===== config.mk =====
export PLATFORM = sky130hd
export DESIGN_NAME = pkt_chk_stats
export DESIGN_NICKNAME = d
export VERILOG_FILES = /design/src/rtl/pkt_fmt_pkg.sv /design/src/rtl/pkt_chk_stats.sv
export SDC_FILE = /design/constraint.sdc
export NUM_CORES = 1
export LEC_CHECK = 0
export BUFFER_PORTS_ARGS = -buffer_cell sky130_fd_sc_hd__buf_2
export CORE_MARGIN = 1.5
export CORE_UTILIZATION = 56
export CTS_BUF_LIST = sky130_fd_sc_hd__clkbuf_8
export DETAILED_ROUTE_END_ITERATION = 8
export PLACE_DENSITY = 0.82
export SYNTH_ARGS = -nofsm -noshare
export SYNTH_HDL_FRONTEND = slang
export SYNTH_SLANG_ARGS = --single-unit
export TNS_END_PERCENT = 10

===== constraint.sdc =====
create_clock -name clk -period 3.05 [get_ports clk]
set_input_delay 0.1525 -clock clk [delete_from_list [all_inputs] [get_ports clk]]
set_output_delay 0.1525 -clock clk [all_outputs]
set_load 0.03 [all_outputs]

===== src/rtl/pkt_fmt_pkg.sv =====
// Word format, type codes and checker state encoding shared by the ingress checker.
package pkt_fmt_pkg;

    localparam int unsigned PKT_W  = 139;
    localparam int unsigned DATA_W = 128;
    localparam int unsigned CNT_W  = 32;

    localparam logic [2:0] TYPE_HEAD = 3'b101;
    localparam logic [2:0] TYPE_BODY = 3'b100;
    localparam logic [2:0] TYPE_TAIL = 3'b110;

    // Field layout: [138:136] type, [135:132] empty bytes, [131:128] unused, [127:0] data.
    typedef struct packed {
        logic [2:0]        ptype;
        logic [3:0]        empty;
        logic [3:0]        rsvd;
        logic [DATA_W-1:0] data;
    } pkt_word_t;

    typedef enum logic [1:0] {
        ST_IDLE = 2'd0,
        ST_PKT  = 2'd1,
        ST_DROP = 2'd2
    } chk_state_e;

    // Turns the offending word into a synthetic tail, keeping its payload.
    function automatic pkt_word_t force_tail(input pkt_word_t w);
        pkt_word_t r;
        r       = w;
        r.ptype = TYPE_TAIL;
        return r;
    endfunction

endpackage


===== src/rtl/pkt_chk_stats.sv =====
// Good/bad/drop packet counters; each wraps at 2^32.
module pkt_chk_stats
    import pkt_fmt_pkg::*;
(
    input  logic             clk,
    input  logic             reset,
    input  logic             inc_good,
    input  logic             inc_bad,
    input  logic             inc_drop,
    output logic [CNT_W-1:0] cnt_good,
    output logic [CNT_W-1:0] cnt_bad,
    output logic [CNT_W-1:0] cnt_drop
);

    logic [CNT_W-1:0] cnt_good_q, cnt_good_d;
    logic [CNT_W-1:0] cnt_bad_q,  cnt_bad_d;
    logic [CNT_W-1:0] cnt_drop_q, cnt_drop_d;

    // Next counter values from the increment strobes.
    always_comb begin
        cnt_good_d = cnt_good_q + CNT_W'(inc_good);
        cnt_bad_d  = cnt_bad_q  + CNT_W'(inc_bad);
        cnt_drop_d = cnt_drop_q + CNT_W'(inc_drop);
    end

    // Counter registers.
    always_ff @(posedge clk) begin
        if (reset) begin
            cnt_good_q <= '0;
            cnt_bad_q  <= '0;
            cnt_drop_q <= '0;
        end else begin
            cnt_good_q <= cnt_good_d;
            cnt_bad_q  <= cnt_bad_d;
            cnt_drop_q <= cnt_drop_d;
        end
    end

    assign cnt_good = cnt_good_q;
    assign cnt_bad  = cnt_bad_q;
    assign cnt_drop = cnt_drop_q;

endmodule


==> metrics.md, run 1 <==
| Metric | Value |
|---|---|
| Crit Path Category | reg2reg |
| Height of the die | 93.2 um |
| Vias in the first global route | 3879 |
| Fin nets | 634 |
| Clk pin slew, worst setup/hold paths | 90 ps |
| Slew Viols, Final | 0 |
| RSZ-0062 raised after global routing | false |
| Crit path DAT | 2850 ps |
| Initial antenna violation count | 0 |
| Synthesized instance count | 534 |
| Synth Area in XOR/XNOR | 0.0595 |
| Least-Margin Pin Slew | 646 ps |
| Netlist cell types | 32 |
| Number of I/O pins | 101 |
| ANT nets after route | 0 |
| CTS Buffer Depth | 2 |
| Skew final | 9.04 ps |
| N_diodes | 0 |
| Worst vdd rail ir drop | 257 uV |
| Clock Root Buffer | clkbuf_8 |
| Num CTS Buffers | 9 |
| CTS Sinks | 96 |
| Main area contributors after synthesis | dfxtp_1 (42%), or4_1 (6.9%), o31ai_1 (5.8%), a21oi_1 (5.7%), xnor2_1 (3.5%) |
| Count leader, synth | dfxtp_1 |
| # hold bufs at CTS | 0 |
| Hold Vio Cnt, Final | 0 |
| Port Buffers | 100 |
| Sequential fraction of the synthesis area | 0.421 |
| Synth Cell Area | 0.00456 mm2 |
| Outcome | complete, no violations |
| CP max FO | 18 |
| Endpoints failing setup | 0 |
| Final Critical Period | 2560 ps |
| Synth Flop Type | dfxtp_1 |
| Final core occ | 0.685 |
| Post-synthesis simple-gate area fraction | 0.316 |
| Synth-to-Final Area Change | 17.3% |
| Hpwl dp | 7.36 mm |
| Drt initial violations | 158 |
| Drt pass-1 iters | 5 |
| Share of layout cells above drive strength 1 | 0.209 |
| Share of the synthesized area in the top cell type | 0.421 |
| Mux share of post-synthesis cell area | 0.0198 |
| F_max | 390 MHz |
| DRC | 0 |
| Overall routing resource usage | 0.248 |
| Post-Route WL | 10.7 mm |
| Worst setup EP type | flop |
| Aggregate global routing overflow | 0 |
| Main combinational cell family by area after synthesis | simple AND/OR/NAND/NOR gates |
| Synth Register Bits | 96 |
| Post-synth top cells | dfxtp_1 (96), a21oi_1 (52), or4_1 (42), nor2_1 (41), nand2_1 (36) |
| Async SR Flop Fraction | 0 |
| Initial core utilization | 0.584 |
| Req. time, crit path | 3340 ps |
| Horiz. Die Dim | 93.2 um |
| Global-route wire length before repair | 17.5 mm |
| DR vias/cell | 6.04 |
| CTS tree | done |
| Clock Latency Late Sink | 370 ps |
| Average size of a mapped cell | 8.54 um2 |
| Die area | 0.00869 mm2 |
| Pwr Density | 428 mW/mm2 |
| CP startpoint kind | flop |
| Post-CTS setup buffers | 0 |
| Post-synth EDFFs | 0 |
| Vias post-DR | 4400 |
| Leak | 1.99 nW |
| Largest net degree at the start of global routing | 105 |
| Gp weighted congestion | 0.820 |
| Max-Cap Viols | 0 |
| Wire per inst | 14.7 um |
| Compound-cell area share of the yosys netlist | 0.133 |
| Slew margin rel. | 0.567 |
| FP Rows | 32 |
| H-tree Lvls | 3 |
| Hold slack | 136 ps |
| TNS Setup | 0 ps |
| Resized Gates After CTS | 0 |
| Fin crit share | 0.840 |
| Min-delay worst type | in2reg |
| Area leader, netlist | dfxtp_1 |
| Core area | 0.00781 mm2 |
| Synthesized-area fraction occupied by adder cells | 0.0192 |
| Syn. warnings | 0 |
| Syn Nets | 546 |
state kept, by name, summed over array words and instances (netlist names):
signal	count
cnt_drop	32
cnt_bad	32
cnt_good	32
routing by layer:
layer / global-route usage / vias up / routed length, um
li1: - / 2166 / -
met1: 0.316 / 2111 / 4770
met2: 0.401 / 108 / 5270
met3: 0.0431 / 15 / 488
met4: 0.128 / 0 / 212
met5: 0 / - / 0
worst max-delay path, stage by stage (launching register included):
cell     delay (ps)
dfxtp_1         370
ha_1            200
ha_1            260
nand4_2         140
or4_1           750
or4_1           590
a21oi_1         170
metrics by stage:
step	setup WS (ps)	total power, mW	instance area (um2)	cells
5_1_grt	315	2.36	5350	729
2_1_floorplan	657	1.35	4560	534
4_1_cts	504	2.31	5350	729
3_3_place_gp	650	1.37	5120	713
3_5_place_dp	539	1.37	5120	713
6_report	488	2.29	5350	729
power by group:
part           leakage [nW]  internal, mW  switching (mW)
Clock                 0.117         0.505           0.439
Sequential            0.774          1.26         0.00895
Combinational          1.10        0.0224          0.0523
Total                  1.99          1.79           0.500
layout make-up:
cell class | instances | area (um2)
clock buffer | 11 | 151
tap | 102 | 128
multi-input combinational | 401 | 2500
inverter | 13 | 48.8
fill | 681 | 2460
timing repair buffer | 101 | 520
clock inverter | 5 | 80.1
sequential | 96 | 1920
cells in the final DEF (no fill, tap or decap), types with 14 or more instances in the layout:
cell type / instances
buf_2: 100
dfxtp_1: 96
a21oi_1: 52
or4_1: 42
nor2_1: 41
nand2_1: 36
o31ai_1: 35
nand3_1: 29
nand4_1: 23
xnor2_1: 18
o21ai_0: 15
or3_1: 15
and3_1: 14
inv_1: 14
worst paths after layout:
kind / start / end / slack [ps] / depth (start not counted)
max reg2reg: cnt_good[0]$_SDFF_PP0_ / cnt_good[30]$_SDFF_PP0_ / 490 / 6
min: inc_bad / cnt_bad[0]$_SDFF_PP0_ / 140 / 3
min reg2reg: cnt_bad[31]$_SDFF_PP0_ / cnt_bad[31]$_SDFF_PP0_ / 490 / 2
max: cnt_good[0]$_SDFF_PP0_ / cnt_good[30]$_SDFF_PP0_ / 490 / 6
kinds of logic after synthesis:
| family | count (synthesis) |
|---|---|
| simple gates | 252 |
| xor+xnor | 31 |
| mux | 8 |
| buf+inv | 37 |
| compound gates | 103 |
| fa+ha+maj | 7 |
| flops | 96 |
Power figures use the tool's default switching activity.
==> run 2: changes to the inputs <==
Settings changed: CORE_UTILIZATION 56 to 51, PLACE_DENSITY 0.82 to 0.79.
Clock period 3.05 ns to 2.2 ns, I/O delays scaled along.
==> metrics.md, run 2 (synthesis results as in run 1) <==
| Metric | Value |
|---|---|
| CTS tree | done |
| Wire per inst | 14.8 um |
| Max-Cap Viols | 0 |
| Num CTS Buffers | 9 |
| DRC | 0 |
| Worst setup EP type | flop |
| Commonest non-fill, non-tap cell in the layout | buf_2 |
| DR vias/cell | 5.87 |
| Drt initial violations | 225 |
| Overall routing resource usage | 0.231 |
| Multi-input logic area | 0.00255 mm2 |
| Clk pin slew, worst setup/hold paths | 90 ps |
| ANT nets after route | 0 |
| Global-route wire length before repair | 18.7 mm |
| Initial core utilization | 0.526 |
| Drt pass-1 iters | 4 |
| Die area | 0.00952 mm2 |
| Clock power frac | 0.386 |
| Psw | 0.685 mW |
| Hold Vio Cnt, Final | 0 |
| Total design power | 3.05 mW |
| Internal | 2.37 mW |
| Slew margin rel. | 0.468 |
| Clock Latency Late Sink | 350 ps |
| Switching share of total power | 0.224 |
| Horiz. Die Dim | 97.6 um |
| Vias in the first global route | 4103 |
| Final core occ | 0.645 |
| # hold bufs at CTS | 0 |
| Synth-to-Final Area Change | 22.8% |
| FP Rows | 34 |
| Fillers | 744 |
| Sequential share of power | 0.576 |
| Initial antenna violation count | 0 |
| Reg area | 0.00193 mm2 |
| Least-Margin Pin Slew | 798 ps |
| N_diodes | 0 |
| Crit path DAT | 2460 ps |
| Min-delay worst type | in2reg |
| Outcome | complete, no violations |
| Number of I/O pins | 101 |
| Leak | 2.12 nW |
| Core area | 0.00868 mm2 |
| Vias post-DR | 4478 |
| Final Critical Period | 2180 ps |
| Hpwl dp | 8.08 mm |
| Combinational share of power | 0.037 |
| Worst vdd rail ir drop | 412 uV |
| Crit Path Category | reg2reg |
| Port Buffers | 100 |
| Slew Viols, Final | 0 |
| Largest net degree at the start of global routing | 47 |
| Clock Root Buffer | clkbuf_8 |
| Most frequent cells in the layout | buf_2 (100), dfxtp_1 (94), a21oi_1 (52), nor2_1 (41), or4_1 (39) |
| Aggregate global routing overflow | 0 |
| Pwr Density | 545 mW/mm2 |
| CTS Buffer Depth | 2 |
| Fin nets | 662 |
| Share of layout cells above drive strength 1 | 0.255 |
| F_max | 459 MHz |
| Gp weighted congestion | 0.877 |
| CTS Sinks | 96 |
| Endpoints failing setup | 0 |
| Skew final | 12.0 ps |
| Post-Route WL | 11.3 mm |
| Fin crit share | 0.991 |
| RSZ-0062 raised after global routing | true |
| H-tree Lvls | 3 |
| CP startpoint kind | flop |
| Req. time, crit path | 2480 ps |
| Height of the die | 97.6 um |
| CP max FO | 7 |
-- run 2: cell types whose count changed in the layout (fill, tap and decap cells not counted), sizes merged --
cell,delta
buf,+28
bufinv,-1
clkinv,-1
clkinvlp,+2
-- run 2: final timing paths --
check                           slack, ps                 endpoint  depth (start not counted)                    from
worst min register to register        490   cnt_bad[31]$_SDFF_PP0_                          2  cnt_bad[31]$_SDFF_PP0_
worst min-delay path                  120    cnt_bad[0]$_SDFF_PP0_                          3                 inc_bad
worst max register to register         20  cnt_good[22]$_SDFF_PP0_                          7  cnt_good[0]$_SDFF_PP0_
worst max-delay path                   20  cnt_good[22]$_SDFF_PP0_                          7  cnt_good[0]$_SDFF_PP0_
-- run 2: area by class of cell --
cell class | instances | share of cell area
clock buffer | 11 | 0.0270
clock inverter | 5 | 0.0101
inverter | 13 | 0.00871
multi-input combinational | 401 | 0.455
sequential | 96 | 0.344
tap | 108 | 0.0241
timing repair buffer | 129 | 0.131
-- run 2: power groups by stage --
stage	Clock, mW	Sequential (mW)	Combinational [mW]
after floorplan	0	1.82	0.0493
after global placement	0	1.80	0.108
after detailed placement	0	1.80	0.110
after CTS	1.21	1.76	0.111
after global routing	1.27	1.76	0.126
final	1.18	1.76	0.114
-- run 2: repair_timing --
item                                    in CTS  in global routing
gates resized for setup                      1                 10
endpoints found under the setup margin       8                  8
buffers inserted                             0                  3
pin swaps                                    0                  5
-- run 2: stage by stage --
| stage | setup slack (ps) | TNS, ps | cells | instance area, um2 | hold WS, ps |
|---|---|---|---|---|---|
| floorplan | 2.42 | 0 | 534 | 4570 | 343 |
| CTS | 6.13 | 0 | 760 | 5530 | 112 |
| finish | 19.0 | 0 | 763 | 5600 | 120 |
| detailed placement | -98.7 | -467 | 744 | 5320 | 463 |
| global placement | 9.01 | 0 | 744 | 5320 | 443 |
| global route | -50.8 | -53.6 | 763 | 5600 | 113 |
-- run 2: routing by layer --
metal	GRT usage	up-vias	part of all wire	wire length, um
li1	-	2231	-	-
met1	0.295	2119	0.45	5100
met2	0.397	114	0.49	5470
met3	0.0345	14	0.047	525
met4	0.0802	0	0.014	158
met5	0	-	0	0
-- run 2: critical path, cell delays in order (launching register included) --
cell,delay (ps)
dfxtp_4,370
ha_4,140
ha_4,150
nand4_4,70
or4_4,600
buf_6,150
or4_1,490
a21oi_1,130
==> run 3: changes to the inputs <==
Settings changed: CORE_UTILIZATION 51 to 45, PLACE_DENSITY 0.79 to 0.71, RECOVER_POWER set to 100.
==> metrics.md, run 3 (synthesis results as in run 1) <==
| Metric | Value |
|---|---|
| Outcome | complete, no violations |
| CTS Buffer Depth | 2 |
| Min-delay worst type | in2reg |
| Clk pin slew, worst setup/hold paths | 90 ps |
| Most frequent cells in the layout | clkbuf_1 (105), dfxtp_1 (94), a21oi_1 (49), nor2_1 (41) |
| Leak | 1.68 nW |
| Clock Root Buffer | clkbuf_8 |
| TNS Setup | 0 ps |
| CTS Sinks | 96 |
| Initial core utilization | 0.464 |
| Gp weighted congestion | 0.823 |
| Number of I/O pins | 101 |
| Share of layout cells above drive strength 1 | 0.0979 |
| Wire per inst | 14.3 um |
| Fin crit share | 0.969 |
| CTS tree | done |
| H-tree Lvls | 3 |
| Reg2Reg Depth | 7 |
| CP max FO | 8 |
| Final worst slack | 68.5 ps |
| Hpwl dp | 7.99 mm |
| Clock Latency Late Sink | 350 ps |
| Least-Margin Pin Slew | 642 ps |
| R2R Setup Slk | 70 ps |
| Drt pass-1 iters | 5 |
| CP cell instances | ha_4 > ha_4 > nand4_4 > or4_4 > buf_6 > or4_4 > a21oi_2 |
| Internal | 2.36 mW |
| Finished Layout Cells | 787 |
| Req. time, crit path | 2480 ps |
| Crit path DAT | 2420 ps |
| N_diodes | 0 |
| Synth-to-Final Area Change | 20.1% |
| R2r endpoint | cnt_good[22]$_SDFF_PP0_ |
| Drt initial violations | 266 |
| Vias in the first global route | 3894 |
| Worst vdd rail ir drop | 280 uV |
| Critical Path Max Stage Delay | 560 ps |
| Placed cell areas | 0.00535 mm2 |
| Pwr Density | 554 mW/mm2 |
| Vias post-DR | 4474 |
| Commonest non-fill, non-tap cell in the layout | clkbuf_1 |
| Clock power frac | 0.383 |
| Worst setup EP type | flop |
| Worst Hold End | cnt_bad[0]$_SDFF_PP0_ |
| Hold Vio Cnt, Final | 0 |
| Overall routing resource usage | 0.206 |
| Worst R2R Start | cnt_good[0]$_SDFF_PP0_ |
| Die area | 0.0107 mm2 |
| F_max | 469 MHz |
| Slew Viols, Final | 0 |
| # hold bufs at CTS | 0 |
| Port Buffers | 100 |
| Psw | 0.675 mW |
| Num CTS Buffers | 9 |
| Fin nets | 661 |
| DR vias/cell | 5.68 |
| Max-Cap Viols | 0 |
| Skew final | 8.59 ps |
| Crit Path Category | reg2reg |
| CP startpoint kind | flop |
| Slew margin rel. | 0.572 |
| DRC | 0 |
| Switching share of total power | 0.223 |
| Height of the die | 104 um |
| Sequential share of power | 0.581 |
| Endpoints failing setup | 0 |
| Aggregate global routing overflow | 0 |
| Worst hold start | inc_bad |
| Crit path buffers/inverters | 1 |
| Global-route wire length before repair | 18.7 mm |
| Core area | 0.00982 mm2 |
| Total design power | 3.03 mW |
| Combinational share of power | 0.036 |
| Final Critical Period | 2130 ps |
| Post-route cell area | 0.00548 mm2 |
| FP Rows | 36 |
| Cell count after placement | 769 |
| Horiz. Die Dim | 104 um |
| Post-Route WL | 11.3 mm |
| Family with the most delay on the worst path | simple AND/OR/NAND/NOR gates |
| Slowest-stage cell, CP | or4_4 |
| Initial antenna violation count | 0 |
| ANT nets after route | 0 |
| Largest net degree at the start of global routing | 39 |
| Place WS | 20.0 ps |
| WHS Path Cells | 3 |
==> run 3: changes by cell type in the layout (fill, tap and decap cells not counted), sizes merged <==
cell	previous run	this run
buf	129	22
clkbuf	11	117
clkinvlp	3	1
inv	14	16
==> run 3: metal layers <==
metal | wire (um) | GRT usage
met5 | 0 | 0
met3 | 611 | 0.0352
met2 | 5380 | 0.347
met1 | 5180 | 0.267
met4 | 116 | 0.0685
==> run 3: power by group through the flow <==
stage	Combinational [mW]	Sequential (mW)	Clock, mW
final	0.110	1.76	1.16
after global placement	0.109	1.80	0
after global routing	0.122	1.76	1.28
after CTS	0.112	1.76	1.20
after detailed placement	0.111	1.80	0
after floorplan	0.0493	1.82	0
==> run 3: worst max-delay path by stage <==
stage	from	endpoint	slack, ps	cells past startpoint
2_1_floorplan	cnt_good[0]$_SDFF_PP0_	cnt_good[30]$_SDFF_PP0_	2	7
3_3_place_gp	cnt_good[0]$_SDFF_PP0_	cnt_good[26]$_SDFF_PP0_	70	7
3_5_place_dp	cnt_good[0]$_SDFF_PP0_	cnt_good[30]$_SDFF_PP0_	20	7
4_1_cts	cnt_good[0]$_SDFF_PP0_	cnt_good[30]$_SDFF_PP0_	9	7
5_1_grt	cnt_good[0]$_SDFF_PP0_	cnt_good[22]$_SDFF_PP0_	-40	8
6_report	cnt_good[0]$_SDFF_PP0_	cnt_good[22]$_SDFF_PP0_	70	7
==> run 3: final cells by class <==
cell class / count / area [um2]
inverter: 13 / 48.8
sequential: 96 / 1930
fill: 985 / 4340
clock buffer: 11 / 151
clock inverter: 5 / 48.8
timing repair buffer: 128 / 568
multi-input combinational: 401 / 2560
tap: 133 / 166
==> run 3: worst reg2reg max path, delay by kind of cell (launching register included) <==
| kind | cells | cell delay, ps |
|---|---|---|
| simple gates | 3 | 1140 |
| compound gates | 1 | 140 |
| buf+inv | 1 | 150 |
| flops | 1 | 370 |
| fa+ha+maj | 2 | 280 |
==> run 3: per-stage QoR <==
step	hold WS [ps]	util
after floorplan	343	-
after global placement	447	0.545
after detailed placement	464	0.545
after CTS	82.7	0.566
after global routing	109	0.558
final	109	0.558
==> run 3: timing repair <==
action,CTS,global route
buffers inserted,0,1
cloned,0,1
endpoints found under the hold margin,0,0
setup endpoints to repair,1,7
pin swaps,0,4
resized for setup,2,12
